File: config.mk
export PLATFORM = sky130hd
export DESIGN_NAME = fmul_pipe
export DESIGN_NICKNAME = d
export VERILOG_FILES = /design/src/rtl/fmul_pipe.sv
export SDC_FILE = /design/constraint.sdc
export NUM_CORES = 2
export LEC_CHECK = 0
export CELL_PAD_IN_SITES_DETAIL_PLACEMENT = 1
export CELL_PAD_IN_SITES_GLOBAL_PLACEMENT = 1
export CORE_MARGIN = 4
export CORE_UTILIZATION = 30
export CTS_BUF_LIST = sky130_fd_sc_hd__clkbuf_16
export DETAILED_ROUTE_END_ITERATION = 7
export HOLD_SLACK_MARGIN = 0.06
export PLACE_DENSITY_LB_ADDON = 0.1
export SYNTH_ARGS = -nofsm -noshare
export SYNTH_HDL_FRONTEND = slang
export SYNTH_SLANG_ARGS = --single-unit
File: constraint.sdc
create_clock -name clk -period 8.35 [get_ports clk]
set_input_delay 2.0875 -clock clk [delete_from_list [all_inputs] [get_ports clk]]
set_output_delay 2.0875 -clock clk [all_outputs]
set_load 0.02 [all_outputs]
File: src/rtl/fmul_pipe.sv
// rtl/fmul_pipe.sv - 3-stage pipelined floating-point multiplier with valid/ready handshake.
// Optional FMUL_ROUND_EN selects round-to-nearest-even; otherwise results truncate toward zero.
module fmul_pipe #(
  parameter int EXP_W = 8,
  parameter int MAN_W = 23
) (
  input  logic                     clk,
  input  logic                     reset,
  input  logic                     in_valid,
  output logic                     in_ready,
  input  logic [EXP_W+MAN_W:0]     A,
  input  logic [EXP_W+MAN_W:0]     B,
  output logic                     out_valid,
  input  logic                     out_ready,
  output logic [EXP_W+MAN_W:0]     Result,
  output logic [3:0]               ALUFlags
);
  localparam int W  = 1 + EXP_W + MAN_W;
  localparam int PW = 2 * (MAN_W + 1);
  localparam int EW = EXP_W + 2;
  localparam logic signed [EW-1:0] BIAS = EW'(2**(EXP_W-1) - 1);
  localparam logic signed [EW-1:0] EMAX = EW'(2**EXP_W - 1);
  localparam logic [W-1:0] QNAN = {1'b0, {EXP_W{1'b1}}, 1'b1, {(MAN_W-1){1'b0}}};

  logic advance;
  assign advance  = ~out_valid | out_ready;
  assign in_ready = advance;

  // S1 combinational unpack/classify
  logic             sa, sb;
  logic [EXP_W-1:0] ea, eb;
  logic [MAN_W-1:0] fa, fb;
  logic             a_zero, b_zero, a_inf, b_inf, a_nan, b_nan;
  logic signed [EW-1:0] esum_c;

  assign {sa, ea, fa} = A;
  assign {sb, eb, fb} = B;
  assign a_zero = (ea == '0);
  assign b_zero = (eb == '0);
  assign a_inf  = (&ea) & (fa == '0);
  assign b_inf  = (&eb) & (fb == '0);
  assign a_nan  = (&ea) & (|fa);
  assign b_nan  = (&eb) & (|fb);
  assign esum_c = $signed({2'b00, ea}) + $signed({2'b00, eb}) - BIAS;

  logic                 s1_valid, s1_sign, s1_nan, s1_inf, s1_zero;
  logic signed [EW-1:0] s1_esum;
  logic [MAN_W:0]       s1_ma, s1_mb;
  logic                 s2_valid, s2_sign, s2_nan, s2_inf, s2_zero;
  logic signed [EW-1:0] s2_esum;
  logic [PW-1:0]        s2_prod;

  // S3 combinational normalise/round/pack
  logic                 msb, guard, sticky, inc, inexact;
  logic [PW-2:0]        norm;
  logic [MAN_W:0]       mant_r;
  logic signed [EW-1:0] e_fin;
  logic [W-1:0]         res_c;
  logic [3:0]           flg_c;

  always_comb begin
    msb    = s2_prod[PW-1];
    norm   = msb ? s2_prod[PW-2:0] : {s2_prod[PW-3:0], 1'b0};
    guard  = norm[PW-2-MAN_W];
    sticky = |norm[PW-3-MAN_W:0];
    inc    = 1'b0;
`ifdef FMUL_ROUND_EN
    inc    = guard & (sticky | norm[PW-1-MAN_W]);
`endif
    mant_r  = {1'b0, norm[PW-2 -: MAN_W]} + {{MAN_W{1'b0}}, inc};
    e_fin   = s2_esum + $signed({{(EW-1){1'b0}}, msb})
                      + $signed({{(EW-1){1'b0}}, mant_r[MAN_W]});
    inexact = guard | sticky;
    res_c   = {s2_sign, e_fin[EXP_W-1:0], mant_r[MAN_W-1:0]};
    flg_c   = {s2_sign, 1'b0, inexact, 1'b0};
    if (s2_nan) begin
      res_c = QNAN;
      flg_c = 4'b0000;
    end else if (s2_inf) begin
      res_c = {s2_sign, {EXP_W{1'b1}}, {MAN_W{1'b0}}};
      flg_c = {s2_sign, 3'b000};
    end else if (s2_zero) begin
      res_c = {s2_sign, {(W-1){1'b0}}};
      flg_c = {s2_sign, 3'b100};
    end else if (e_fin >= EMAX) begin
      res_c = {s2_sign, {EXP_W{1'b1}}, {MAN_W{1'b0}}};
      flg_c = {s2_sign, 3'b011};
    end else if (e_fin[EW-1] || e_fin == '0) begin
      res_c = {s2_sign, {(W-1){1'b0}}};
      flg_c = {s2_sign, 3'b110};
    end
  end

  // Every stage moves together on advance so bubbles travel like data.
  always_ff @(posedge clk or negedge reset) begin
    if (!reset) begin
      s1_valid  <= 1'b0;
      s1_sign   <= 1'b0;
      s1_nan    <= 1'b0;
      s1_inf    <= 1'b0;
      s1_zero   <= 1'b0;
      s1_esum   <= '0;
      s1_ma     <= '0;
      s1_mb     <= '0;
      s2_valid  <= 1'b0;
      s2_sign   <= 1'b0;
      s2_nan    <= 1'b0;
      s2_inf    <= 1'b0;
      s2_zero   <= 1'b0;
      s2_esum   <= '0;
      s2_prod   <= '0;
      out_valid <= 1'b0;
      Result    <= '0;
      ALUFlags  <= '0;
    end else if (advance) begin
      s1_valid  <= in_valid;
      s1_sign   <= sa ^ sb;
      s1_nan    <= a_nan | b_nan | (a_inf & b_zero) | (b_inf & a_zero);
      s1_inf    <= a_inf | b_inf;
      s1_zero   <= a_zero | b_zero;
      s1_esum   <= esum_c;
      s1_ma     <= {1'b1, fa};
      s1_mb     <= {1'b1, fb};
      s2_valid  <= s1_valid;
      s2_sign   <= s1_sign;
      s2_nan    <= s1_nan;
      s2_inf    <= s1_inf;
      s2_zero   <= s1_zero;
      s2_esum   <= s1_esum;
      s2_prod   <= PW'(s1_ma) * PW'(s1_mb);
      out_valid <= s2_valid;
      Result    <= res_c;
      ALUFlags  <= flg_c;
    end
  end
endmodule

==> flow_summary_export.csv <==
group,metric,value,unit
status,status,"finished, final reports clean",
clock_network,clk_path_buf_depth,2,
yosys,ys_seq_area_frac,0.155,
yosys,synth_edf_count,0,
setup_path,required,8.72,ns
hold_path,min_path_type,"reg -> reg",
sta,clock_skew,0.0311,ns
drt,top_layer_used,"met5",
sta,fin_tns_setup,0,ns
sta,setup_viol,0,
drt,dr_total_vias,19300,
drt,drc,0,
global_routing,grt_pass1_vias,22500,
sta,finalCritPeriodShare,0.930,
run,drv_cap,0,
sta,relSlewSlack,0.231,
drt,drt-total-wl,86900,um
floorplanning,die_area,0.0916,mm^2
floorplanning,core_area,0.0857,mm^2
clock_network,ctsResizeCount,0,
sta,worst_slew_pin_slew,1.15,ns
global_routing,antenna_found_initial,5,
drt,wl_met1,41700,um
drt,viasPerCell,4.69,
yosys,syn_nets,3669,
drt,wl_met2,40800,um
yosys,synth_cell_types,70,
setup_path,r2r_setup_slack,0.58,ns
sta,period_minus_slack,7.77,ns
floorplanning,initial_core_util,0.304,
floorplanning,fp-row-count,107,
clock_network,cts_root_buf,"clkbuf_16",
yosys,syn_inst,2927,
floorplanning,fp.dieH,303,um
sta,slew_violations,0,
yosys,synth_top_flop_cell,"dfrtp_1",
clock_network,cts_max_level,4,
global_routing,grt_max_degree,77,
sta,rsz0062_at_grt,"false",
yosys,synth_fa_ha_area_frac,0.463,
place,pre_cts_slack,0.643,ns
clock_network,clock_latency,0.49,ns
cells_and_area,fin_nets,3704,
sta,hold_viol,0,
yosys,synth_compound_area_frac,0.0606,
clock_network,numCtsBuffers,17,
global_routing,overflow,0,
clock_network,cts_sinks,161,
clock_network,ctsHoldBuffers,0,
yosys,synth_top_family_by_area,"adder cells",
clock_network,path_clk_slew,0.08,ns
setup_path,cp.arrival,8.14,ns
clock_network,cts_tree,"built",
yosys,ys_ff_latch,161,
drt,met3WireLength,3480,um
yosys,synth-xor-area-share,0.0175,
yosys,muxShareOfSynthArea,0.00927,
place,dp_hpwl,71400,um
global_routing,grt_use_total,0.199,
yosys,yosysWarnings,0,
cells_and_area,syn_to_final_growth,11.4,%
drt,drt-pass1-iter-count,5,
drt,ant_nets,0,
drt,wl_per_cell,21.1,um
drt,drt_iter0_markers,854,
yosys,async_flop_share,1.00,
place,gp_congestion,0.838,
sta,fmax,129,MHz
setup_path,crit_type,"reg -> reg",
cells_and_area,drive_above_1_share,0.0430,
clock_network,post-cts-setup-buffers,0,
global_routing,grt_pass1_wl,138000,um
yosys,syn_area_per_cell,8.90,um^2
setup_path,crit_fanout,25,
yosys,yosys.area_share.simple,0.188,
yosys,synth_area,0.0261,mm^2
place,numPortBuffers,105,
floorplanning,die_x,303,um
sta,worst_slack,0.582,ns
floorplanning,io_pins,106,
setup_path,crit_path_start_kind,"flop",
setup_path,cp-end-kind,"flop",
-- sequential cells by signal, indices dropped and copies added, names as in the netlist, 3 cells and up --
register / count
s1_mb: 23
s2_prod: 48
s2_esum: 10
Result: 32
s1_esum: 10
ALUFlags: 3
s1_ma: 24
-- cell usage after synthesis (3+ instances only) --
cell / instances / share of area
buf_2: 3 / 0.00058
o21a_1: 4 / 0.0012
a21oi_1: 82 / 0.016
buf_6: 3 / 0.0013
o21ai_0: 54 / 0.010
a21o_1: 23 / 0.0066
a211oi_1: 5 / 0.0014
and2_1: 283 / 0.068
nor2b_1: 3 / 0.00072
fa_1: 483 / 0.37
nand4_1: 14 / 0.0034
mux2i_1: 23 / 0.0088
o31ai_1: 3 / 0.00086
ha_1: 191 / 0.092
o221a_2: 7 / 0.0030
dfrtp_1: 161 / 0.15
o21ai_1: 9 / 0.0017
xnor2_1: 33 / 0.011
nand3b_1: 3 / 0.00086
nand3_1: 18 / 0.0035
o21bai_1: 13 / 0.0037
nand2_1: 588 / 0.085
a221oi_1: 4 / 0.0013
buf_4: 3 / 0.00086
o21ai_2: 3 / 0.0010
and3_1: 11 / 0.0026
nand2b_1: 5 / 0.0012
a31oi_1: 4 / 0.00096
o211ai_1: 5 / 0.0014
nor3_1: 10 / 0.0019
xor2_1: 19 / 0.0064
nor4_1: 25 / 0.0060
nor2_1: 75 / 0.011
clkbuf_1: 136 / 0.020
inv_1: 576 / 0.083
-- cell families (layout without fill, tap and decap cells) --
kind of cell | after synthesis | count (layout)
AO/OA/AOI/OAI | 242 | 242
other | 0 | 3
XOR/XNOR | 52 | 52
AND/OR/NAND/NOR | 1048 | 1048
buffers and inverters | 726 | 774
flip-flops | 161 | 161
multiplexers | 24 | 24
adder cells (fa/ha/maj) | 674 | 674
-- routing by layer --
metal | track usage | vias to the layer above
li1 | - | 8855
met1 | 0.279 | 10100
met2 | 0.328 | 283
met3 | 0.0348 | 64
met4 | 0.0303 | 6
met5 | 0 | -
-- final cells by class --
type                            instances  area [um^2]
Antenna cell                            3         7.51
Clock buffer                           17          425
Clock inverter                         15          181
Fill cell                            9985        56700
Inverter                              577         2170
Multi-Input combinational cell       2040        19300
Sequential cell                       161         4030
Tap cell                             1144         1430
Timing Repair Buffer                  165         1530
-- layout by cell type (no fill, tap or decap), types with 9 or more instances in the layout --
cell type        netlist  routed
and3_1                11      11
ha_1                 191     191
o21bai_1              13      13
clkbuf_16              0      17
a21oi_1               82      82
nor3_1                10      10
fa_1                 483     483
a21o_1                23      23
xnor2_1               33      33
and2_1               283     283
inv_1                576     576
nor4_1                25      25
o21ai_1                9       9
dfrtp_1              161     161
nor2_1                75      75
nand4_1               14      14
nand2_1              588     588
nand3_1               18      18
buf_4                  3      58
mux2i_1               23      23
o21ai_0               54      54
clkdlybuf4s50_1        0     104
xor2_1                19      19
-- final timing paths --
check,to,cells past startpoint,from
worst max-delay path,s2_prod[46]$_DFFE_PN0P_,22,s1_ma[9]$_DFFE_PN0P_
worst min-delay path,s2_prod[0]$_DFFE_PN0P_,2,s2_prod[0]$_DFFE_PN0P_
worst max register to register,s2_prod[46]$_DFFE_PN0P_,22,s1_ma[9]$_DFFE_PN0P_
worst min register to register,s2_prod[0]$_DFFE_PN0P_,2,s2_prod[0]$_DFFE_PN0P_
max in group asynchronous,s1_mb[4]$_DFFE_PN0P_,2,reset
min in group asynchronous,Result[17]$_DFFE_PN0P_,1,reset
-- through the flow --
| step | instances | utilization | instance area, um^2 | hold WS [ns] |
|---|---|---|---|---|
| floorplan | 2927 | - | 26100 | 0.430 |
| global placement | 4087 | 0.332 | 28400 | 0.449 |
| detailed placement | 4087 | 0.332 | 28400 | 0.461 |
| CTS | 4119 | 0.339 | 29000 | 0.477 |
| global route | 4119 | 0.339 | 29000 | 0.508 |
| finish | 4122 | 0.339 | 29000 | 0.470 |
-- worst max-delay path, stage by stage (launching register included) --
cell and delay (ns):
dfrtp_1 1.11, nand2_1 0.20, fa_1 0.55, fa_1 0.56
inv_1 0.06, fa_1 0.50, inv_1 0.06, fa_1 0.55
inv_1 0.06, fa_1 0.51, fa_1 0.53, inv_1 0.06
fa_1 0.48, inv_1 0.04, ha_1 0.41, a21oi_1 0.12
o21ai_0 0.40, o21bai_1 0.27, nand3_1 0.25, a211oi_2 0.35
o211ai_1 0.17, a21o_1 0.20, a31o_2 0.22
Power is not shown: default switching activity piles up to over one toggle a cycle in this logic, so the estimate is an artifact.
